File: config.mk
export PLATFORM = sky130hd
export DESIGN_NAME = memory_stage
export DESIGN_NICKNAME = d
export VERILOG_FILES = /design/src/rtl/memory_stage_pkg.sv /design/src/rtl/mem_wait_timer.sv /design/src/rtl/memory_stage.sv
export SDC_FILE = /design/constraint.sdc
export NUM_CORES = 1
export LEC_CHECK = 0
export CELL_PAD_IN_SITES_DETAIL_PLACEMENT = 0
export CELL_PAD_IN_SITES_GLOBAL_PLACEMENT = 2
export CORE_UTILIZATION = 30
export DETAILED_ROUTE_END_ITERATION = 16
export PLACE_DENSITY_LB_ADDON = 0.1
export SYNTH_ARGS = -nofsm -noshare
export SYNTH_HDL_FRONTEND = slang
export SYNTH_SLANG_ARGS = --single-unit
File: constraint.sdc
create_clock -name clk -period 7.5 [get_ports clk]
set_input_delay 0.75 -clock clk [delete_from_list [all_inputs] [get_ports clk]]
set_output_delay 0.75 -clock clk [all_outputs]
set_load 0.005 [all_outputs]
File: src/rtl/memory_stage_pkg.sv
// rtl/memory_stage_pkg.sv - shared widths, op-flag bundle and op decode for the memory stage
package memory_stage_pkg;

  localparam int DATA_W_DEF = 32;
  localparam int REG_W_DEF  = 4;
  localparam int ADDR_W_DEF = 16;

  // Field order here is also the writeback flag order.
  typedef struct packed {
    logic is_alu;
    logic is_cmp;
    logic is_jmp;
    logic is_ld;
    logic is_str;
  } op_flags_t;

  typedef enum logic [1:0] {
    OP_PASS = 2'd0,
    OP_LD   = 2'd1,
    OP_STR  = 2'd2
  } op_kind_t;

  // Loads win over stores, and both win over the pass-through classes.
  function automatic op_kind_t decode_op(input op_flags_t f);
    op_kind_t k;
    k = OP_PASS;
    if (f.is_ld) begin
      k = OP_LD;
    end else if (f.is_str) begin
      k = OP_STR;
    end
    return k;
  endfunction

endpackage

File: src/rtl/mem_wait_timer.sv
// rtl/mem_wait_timer.sv - saturating wait counter; flags the cycle it reaches TIMEOUT_CYC
module mem_wait_timer #(
  parameter int TIMEOUT_CYC = 255
) (
  input  logic clk,
  input  logic rst,
  input  logic clear,
  input  logic enable,
  output logic expired
);

  localparam int CNT_W = $clog2(TIMEOUT_CYC + 1);
  localparam logic [CNT_W-1:0] LIMIT = CNT_W'(TIMEOUT_CYC);

  logic [CNT_W-1:0] count_q;
  logic [CNT_W-1:0] count_d;

  always_comb begin
    count_d = count_q;
    if (clear) begin
      count_d = '0;
    end else if (enable && (count_q != LIMIT)) begin
      count_d = count_q + 1'b1;
    end
  end

  // Asserted in the cycle whose increment lands on the limit (or stays saturated there).
  assign expired = enable && !clear && (count_d == LIMIT);

  always_ff @(posedge clk) begin
    if (rst) begin
      count_q <= '0;
    end else begin
      count_q <= count_d;
    end
  end

endmodule

File: src/rtl/memory_stage.sv
// rtl/memory_stage.sv - execute-to-writeback stage with a single-outstanding data-memory port
module memory_stage
  import memory_stage_pkg::*;
#(
  parameter int DATA_W      = DATA_W_DEF,
  parameter int REG_W       = REG_W_DEF,
  parameter int ADDR_W      = ADDR_W_DEF,
  parameter int TIMEOUT_CYC = 255
) (
  input  logic              clk,
  input  logic              rst,
  input  logic              in_valid,
  output logic              in_ready,
  input  logic [REG_W-1:0]  rd_num,
  input  logic [DATA_W-1:0] rd_val,
  input  logic [DATA_W-1:0] result,
  input  logic              is_alu_op,
  input  logic              is_cmp_op,
  input  logic              is_jmp_op,
  input  logic              is_ld_op,
  input  logic              is_str_op,
  output logic              mem_req,
  output logic              mem_write_en,
  output logic [ADDR_W-1:0] mem_addr,
  output logic [DATA_W-1:0] mem_val_out,
  input  logic [DATA_W-1:0] mem_val_in,
  input  logic              mem_ack,
  output logic              out_valid,
  output logic [REG_W-1:0]  rd_num_passthrough,
  output logic [DATA_W-1:0] md_passthrough,
  output logic [DATA_W-1:0] result_passthrough,
  output logic [DATA_W-1:0] rd_val_passthrough,
  output logic              is_alu_op_passthrough,
  output logic              is_cmp_op_passthrough,
  output logic              is_jmp_op_passthrough,
  output logic              is_ld_op_passthrough,
  output logic              is_str_op_passthrough,
  output logic              bus_err
);

  localparam logic [0:0] ST_IDLE = 1'b0;
  localparam logic [0:0] ST_WAIT = 1'b1;

  logic [0:0]        state_q, state_d;
  logic              mem_req_q, mem_req_d;
  logic              mem_we_q, mem_we_d;
  logic [ADDR_W-1:0] mem_addr_q, mem_addr_d;
  logic [DATA_W-1:0] mem_val_q, mem_val_d;

  // Instruction held while the memory access is outstanding.
  logic [REG_W-1:0]  pend_rd_num_q, pend_rd_num_d;
  logic [DATA_W-1:0] pend_rd_val_q, pend_rd_val_d;
  logic [DATA_W-1:0] pend_result_q, pend_result_d;
  op_flags_t         pend_flags_q, pend_flags_d;

  logic              out_valid_q, out_valid_d;
  logic [REG_W-1:0]  wb_rd_num_q, wb_rd_num_d;
  logic [DATA_W-1:0] wb_md_q, wb_md_d;
  logic [DATA_W-1:0] wb_result_q, wb_result_d;
  logic [DATA_W-1:0] wb_rd_val_q, wb_rd_val_d;
  op_flags_t         wb_flags_q, wb_flags_d;
  logic              bus_err_q, bus_err_d;

  op_flags_t in_flags;
  op_kind_t  in_kind;
  logic      accept;
  logic      misaligned;
  logic      timer_clear;
  logic      timer_enable;
  logic      timer_expired;

  assign in_flags   = {is_alu_op, is_cmp_op, is_jmp_op, is_ld_op, is_str_op};
  assign in_kind    = decode_op(in_flags);
  assign misaligned = (result[1:0] != 2'b00);
  assign in_ready   = (state_q == ST_IDLE) && !rst;
  assign accept     = in_valid && in_ready;

  assign timer_enable = (state_q == ST_WAIT) && !mem_ack;

  mem_wait_timer #(
    .TIMEOUT_CYC(TIMEOUT_CYC)
  ) u_wait_timer (
    .clk    (clk),
    .rst    (rst),
    .clear  (timer_clear),
    .enable (timer_enable),
    .expired(timer_expired)
  );

  always_comb begin
    state_d       = state_q;
    mem_req_d     = mem_req_q;
    mem_we_d      = mem_we_q;
    mem_addr_d    = mem_addr_q;
    mem_val_d     = mem_val_q;
    pend_rd_num_d = pend_rd_num_q;
    pend_rd_val_d = pend_rd_val_q;
    pend_result_d = pend_result_q;
    pend_flags_d  = pend_flags_q;
    out_valid_d   = 1'b0;
    wb_rd_num_d   = wb_rd_num_q;
    wb_md_d       = wb_md_q;
    wb_result_d   = wb_result_q;
    wb_rd_val_d   = wb_rd_val_q;
    wb_flags_d    = wb_flags_q;
    bus_err_d     = bus_err_q;
    timer_clear   = 1'b0;

    case (state_q)
      ST_IDLE: begin
        if (accept) begin
          if ((in_kind == OP_PASS) || misaligned) begin
            out_valid_d = 1'b1;
            wb_rd_num_d = rd_num;
            wb_md_d     = '0;
            wb_result_d = result;
            wb_rd_val_d = rd_val;
            wb_flags_d  = in_flags;
            bus_err_d   = (in_kind != OP_PASS);
          end else begin
            mem_req_d     = 1'b1;
            mem_we_d      = (in_kind == OP_STR);
            mem_addr_d    = result[ADDR_W+1:2];
            mem_val_d     = rd_val;
            pend_rd_num_d = rd_num;
            pend_rd_val_d = rd_val;
            pend_result_d = result;
            pend_flags_d  = in_flags;
            timer_clear   = 1'b1;
            state_d       = ST_WAIT;
          end
        end
      end
      ST_WAIT: begin
        // An ack arriving in the timeout cycle still completes normally.
        if (mem_ack || timer_expired) begin
          mem_req_d   = 1'b0;
          out_valid_d = 1'b1;
          wb_rd_num_d = pend_rd_num_q;
          wb_result_d = pend_result_q;
          wb_rd_val_d = pend_rd_val_q;
          wb_flags_d  = pend_flags_q;
          bus_err_d   = !mem_ack;
          wb_md_d     = '0;
          if (mem_ack) begin
            wb_md_d = pend_flags_q.is_ld ? mem_val_in : pend_rd_val_q;
          end
          state_d = ST_IDLE;
        end
      end
      default: state_d = ST_IDLE;
    endcase
  end

  always_ff @(posedge clk) begin
    if (rst) begin
      state_q       <= ST_IDLE;
      mem_req_q     <= 1'b0;
      mem_we_q      <= 1'b0;
      mem_addr_q    <= '0;
      mem_val_q     <= '0;
      pend_rd_num_q <= '0;
      pend_rd_val_q <= '0;
      pend_result_q <= '0;
      pend_flags_q  <= '0;
      out_valid_q   <= 1'b0;
      wb_rd_num_q   <= '0;
      wb_md_q       <= '0;
      wb_result_q   <= '0;
      wb_rd_val_q   <= '0;
      wb_flags_q    <= '0;
      bus_err_q     <= 1'b0;
    end else begin
      state_q       <= state_d;
      mem_req_q     <= mem_req_d;
      mem_we_q      <= mem_we_d;
      mem_addr_q    <= mem_addr_d;
      mem_val_q     <= mem_val_d;
      pend_rd_num_q <= pend_rd_num_d;
      pend_rd_val_q <= pend_rd_val_d;
      pend_result_q <= pend_result_d;
      pend_flags_q  <= pend_flags_d;
      out_valid_q   <= out_valid_d;
      wb_rd_num_q   <= wb_rd_num_d;
      wb_md_q       <= wb_md_d;
      wb_result_q   <= wb_result_d;
      wb_rd_val_q   <= wb_rd_val_d;
      wb_flags_q    <= wb_flags_d;
      bus_err_q     <= bus_err_d;
    end
  end

  assign mem_req               = mem_req_q;
  assign mem_write_en          = mem_we_q;
  assign mem_addr              = mem_addr_q;
  assign mem_val_out           = mem_val_q;
  assign out_valid             = out_valid_q;
  assign rd_num_passthrough    = wb_rd_num_q;
  assign md_passthrough        = wb_md_q;
  assign result_passthrough    = wb_result_q;
  assign rd_val_passthrough    = wb_rd_val_q;
  assign is_alu_op_passthrough = wb_flags_q.is_alu;
  assign is_cmp_op_passthrough = wb_flags_q.is_cmp;
  assign is_jmp_op_passthrough = wb_flags_q.is_jmp;
  assign is_ld_op_passthrough  = wb_flags_q.is_ld;
  assign is_str_op_passthrough = wb_flags_q.is_str;
  assign bus_err               = bus_err_q;

endmodule
==> impl_metrics.env <==
export IMPL_slew_headroom=0.330
export IMPL_finalMaxSlewViolations=0
export IMPL_cts_sinks=191
export IMPL_groute_usage_overall=0.180
export IMPL_syn_area_um2=8500
export IMPL_fin_crit_ps=4540
export IMPL_leakagePower_uw=0.00364
export IMPL_insertion_delay_ps=440
export IMPL_critPathKind="reg2reg"
export IMPL_antenna_found_initial=2
export IMPL_nets=1166
export IMPL_synth_seq_cells=191
export IMPL_p_per_area_nw_per_um2=185
export IMPL_final_common_cell="clkdlybuf4s50_1"
export IMPL_reg2reg_depth=7
export IMPL_hold_violations=0
export IMPL_cts_setup_buffers=0
export IMPL_num_antenna_cells=0
export IMPL_grt_pass1_wl_mm=40.3
export IMPL_dr_pass1_iters=5
export IMPL_yosys_warnings=0
export IMPL_worst_ep_required_time_ps=7830
export IMPL_synth_top_cell_area_share=0.450
export IMPL_synth_top_cell_by_area="dfxtp_1"
export IMPL_gr_total_overflow=0
export IMPL_synth_edff_count=0
export IMPL_dp_slack_ps=2600
export IMPL_postLayoutCellArea_um2=11800
export IMPL_core_area_um2=27900
export IMPL_final_period_utilization=0.605
export IMPL_ctsHoldBuffers=0
export IMPL_routabilityCongestion=0.715
export IMPL_worstHoldPathCells=2
export IMPL_timing_critical_path_buf_inv=2
export IMPL_worstReg2RegEnd="rd_val_passthrough[31]$_SDFFE_PP0P_"
export IMPL_avgSynthCellArea_um2=9.81
export IMPL_chipWidth_um=170
export IMPL_worst_pin_slew_ps=1010
export IMPL_hold_end="pend_result_q[1]$_SDFFE_PP0P_"
export IMPL_place_detailed_hpwl_mm=16.9
export IMPL_cp_cell_sequence="buf_4 -> nand3_1 -> or4_1 -> or4_4 -> and2_4 -> buf_4 -> o31ai_1"
export IMPL_yosysSeqAreaShare=0.450
export IMPL_die_area_um2=29000
export IMPL_hp_class="reg2reg"
export IMPL_max_stage_delay_ps=910
export IMPL_outcome="complete, no violations"
export IMPL_vias=7128
export IMPL_rows=61
export IMPL_ys_flop_type="dfxtp_1"
export IMPL_grt_start_max_net_pins=88
export IMPL_synth_area_leaders="dfxtp_1, mux2i_1, o31ai_2, nand4b_1, nand2_1"
export IMPL_drt_initial_drc_count=382
export IMPL_rrSetupSlack_ps=2960
export IMPL_worstReg2RegStart="state_q$_SDFF_PP0_"
export IMPL_cp_depth=7
export IMPL_fin_worst_skew_ps=22.0
export IMPL_synthCells=867
export IMPL_initial_core_util=0.305
export IMPL_setup_tns_final_ps=0
export IMPL_vias_per_cell=4.93
export IMPL_route_detailed_drc=0
export IMPL_synthArstFlopShare=0
export IMPL_rsz0062_at_grt="false"
export IMPL_crit_path_top_delay_cell="or4_4"
export IMPL_cp_common_cell="buf_4"
export IMPL_cts_resized=0
export IMPL_clk_pin_slew_ps=80
export IMPL_start_kind="register"
export IMPL_io_pins=267
export IMPL_grt_pass1_vias=6946
export IMPL_hp_start="pend_result_q[1]$_SDFFE_PP0P_"
export IMPL_routedWlPerCell_um=18.2
export IMPL_drive_above_1_share=0.101
export IMPL_setup_violations=0
export IMPL_cp_arrival_ps=4870
export IMPL_max_freq_mhz=220
export IMPL_die_h_um=170
export IMPL_drt_antenna_violating_nets=0
export IMPL_ir_drop_mv=0.123
export IMPL_cts_max_level=4
export IMPL_crit_path_max_fanout=76
export IMPL_placed_area_um2=11200
export IMPL_tritoncts="built"
export IMPL_drt_total_wl_mm=26.3
export IMPL_cap_violations=0
export IMPL_clockRootBuffer="clkbuf_16"
export IMPL_numCtsBuffers=17
export IMPL_synthesis_nets=977
export IMPL_critical_path_top_delay_family="simple AND/OR/NAND/NOR gates"
export IMPL_area_growth_pct=38.3
export IMPL_cts_path_max_buffers=2
export IMPL_layout_common_cells="clkdlybuf4s50_1, dfxtp_1, nand2_1"
export IMPL_yosysUniqueCellTypes=40
export IMPL_portBuffers=266
export IMPL_setup_ws_ps=2960
export IMPL_endpoint_kind="register"
==> metal layers <==
layer	routed length, µm	vias to the layer above	GRT usage
met3	1520	12	0.0519
met1	12300	3417	0.238
met5	27	-	0
met2	12400	177	0.289
met4	130	4	0.0353
li1	-	3518	-
==> how the worst max path moves through the flow <==
stage | from | to | slack (ps)
after floorplan | mem_ack | result_passthrough[18]$_SDFFE_PP0P_ | 4560
after global placement | mem_ack | rd_num_passthrough[3]$_SDFFE_PP0P_ | 2640
after detailed placement | mem_ack | rd_val_passthrough[31]$_SDFFE_PP0P_ | 2600
after CTS | state_q$_SDFF_PP0_ | rd_val_passthrough[31]$_SDFFE_PP0P_ | 2850
after global routing | state_q$_SDFF_PP0_ | rd_val_passthrough[4]$_SDFFE_PP0P_ | 2640
final | state_q$_SDFF_PP0_ | rd_val_passthrough[31]$_SDFFE_PP0P_ | 2960
==> state kept, by name, summed over array words and instances, names as in the netlist, 4 cells and up <==
signal,cells
pend_flags_q,5
md_passthrough,32
pend_result_q,17
rd_num_passthrough,4
u_wait_timer.count_q,8
pend_rd_val_q,32
rd_val_passthrough,32
mem_addr,15
result_passthrough,32
pend_rd_num_q,4
==> logic make-up (layout without fill, tap and decap cells) <==
| family | after synthesis | in the layout | share of synthesized area |
|---|---|---|---|
| AND/OR/NAND/NOR | 263 | 263 | 0.169 |
| AO/OA/AOI/OAI | 194 | 194 | 0.188 |
| flip-flops | 191 | 191 | 0.450 |
| multiplexers | 108 | 108 | 0.127 |
| buffers and inverters | 108 | 310 | 0.0627 |
| XOR/XNOR | 2 | 2 | 0.00206 |
| adder cells (fa/ha/maj) | 1 | 1 | 0.00147 |
==> synthesized netlist by cell type, types with 2 or more instances <==
master and n:
buf_6 8, nand2_1 144, a21oi_1 75, nor3_1 4, nor2_1 16, a2111oi_0 2, buf_2 3, o2bb2ai_1 32
nand4_1 2, inv_1 3, buf_1 4, nand2b_1 4, o31ai_2 59, nand4b_1 74, o21ai_0 4, o31ai_1 14
mux2i_1 107, clkbuf_1 73, a211oi_1 4, buf_4 17, nand3b_1 2, nand3_1 8, dfxtp_1 191
==> worst reg2reg max path, cell delays in order, from the launching register on <==
cell and delay [ps]:
dfxtp_4 700, buf_4 860, nand3_1 160, or4_1 520, or4_4 910, and2_4 560, buf_4 400, o31ai_1 330
==> stage by stage <==
stage	util	hold WS, ps	cells	power (µW)
3_5_place_dp	0.403	421	1415	1350
3_3_place_gp	0.403	418	1415	1350
2_1_floorplan	-	408	867	1200
4_1_cts	0.422	431	1447	2220
5_1_grt	0.422	456	1447	2280
6_report	0.422	429	1447	2180
==> cell type report <==
cell class	instances	area, µm²
clock inverters	12	105
clock buffers	20	437
multi-input cells	568	4180
inverters	3	11.3
well taps	378	473
flip-flops and latches	191	3830
fillers	2795	16100
repair buffers	275	2730
==> report_power, final <==
group / switching [µW] / internal, µW / leakage [µW]
Clock: 426 / 434 / 0.000245
Combinational: 118 / 138 / 0.00185
Sequential: 20.3 / 1040 / 0.00155
Total: 564 / 1610 / 0.00364
(Power assumes the default switching activity.)
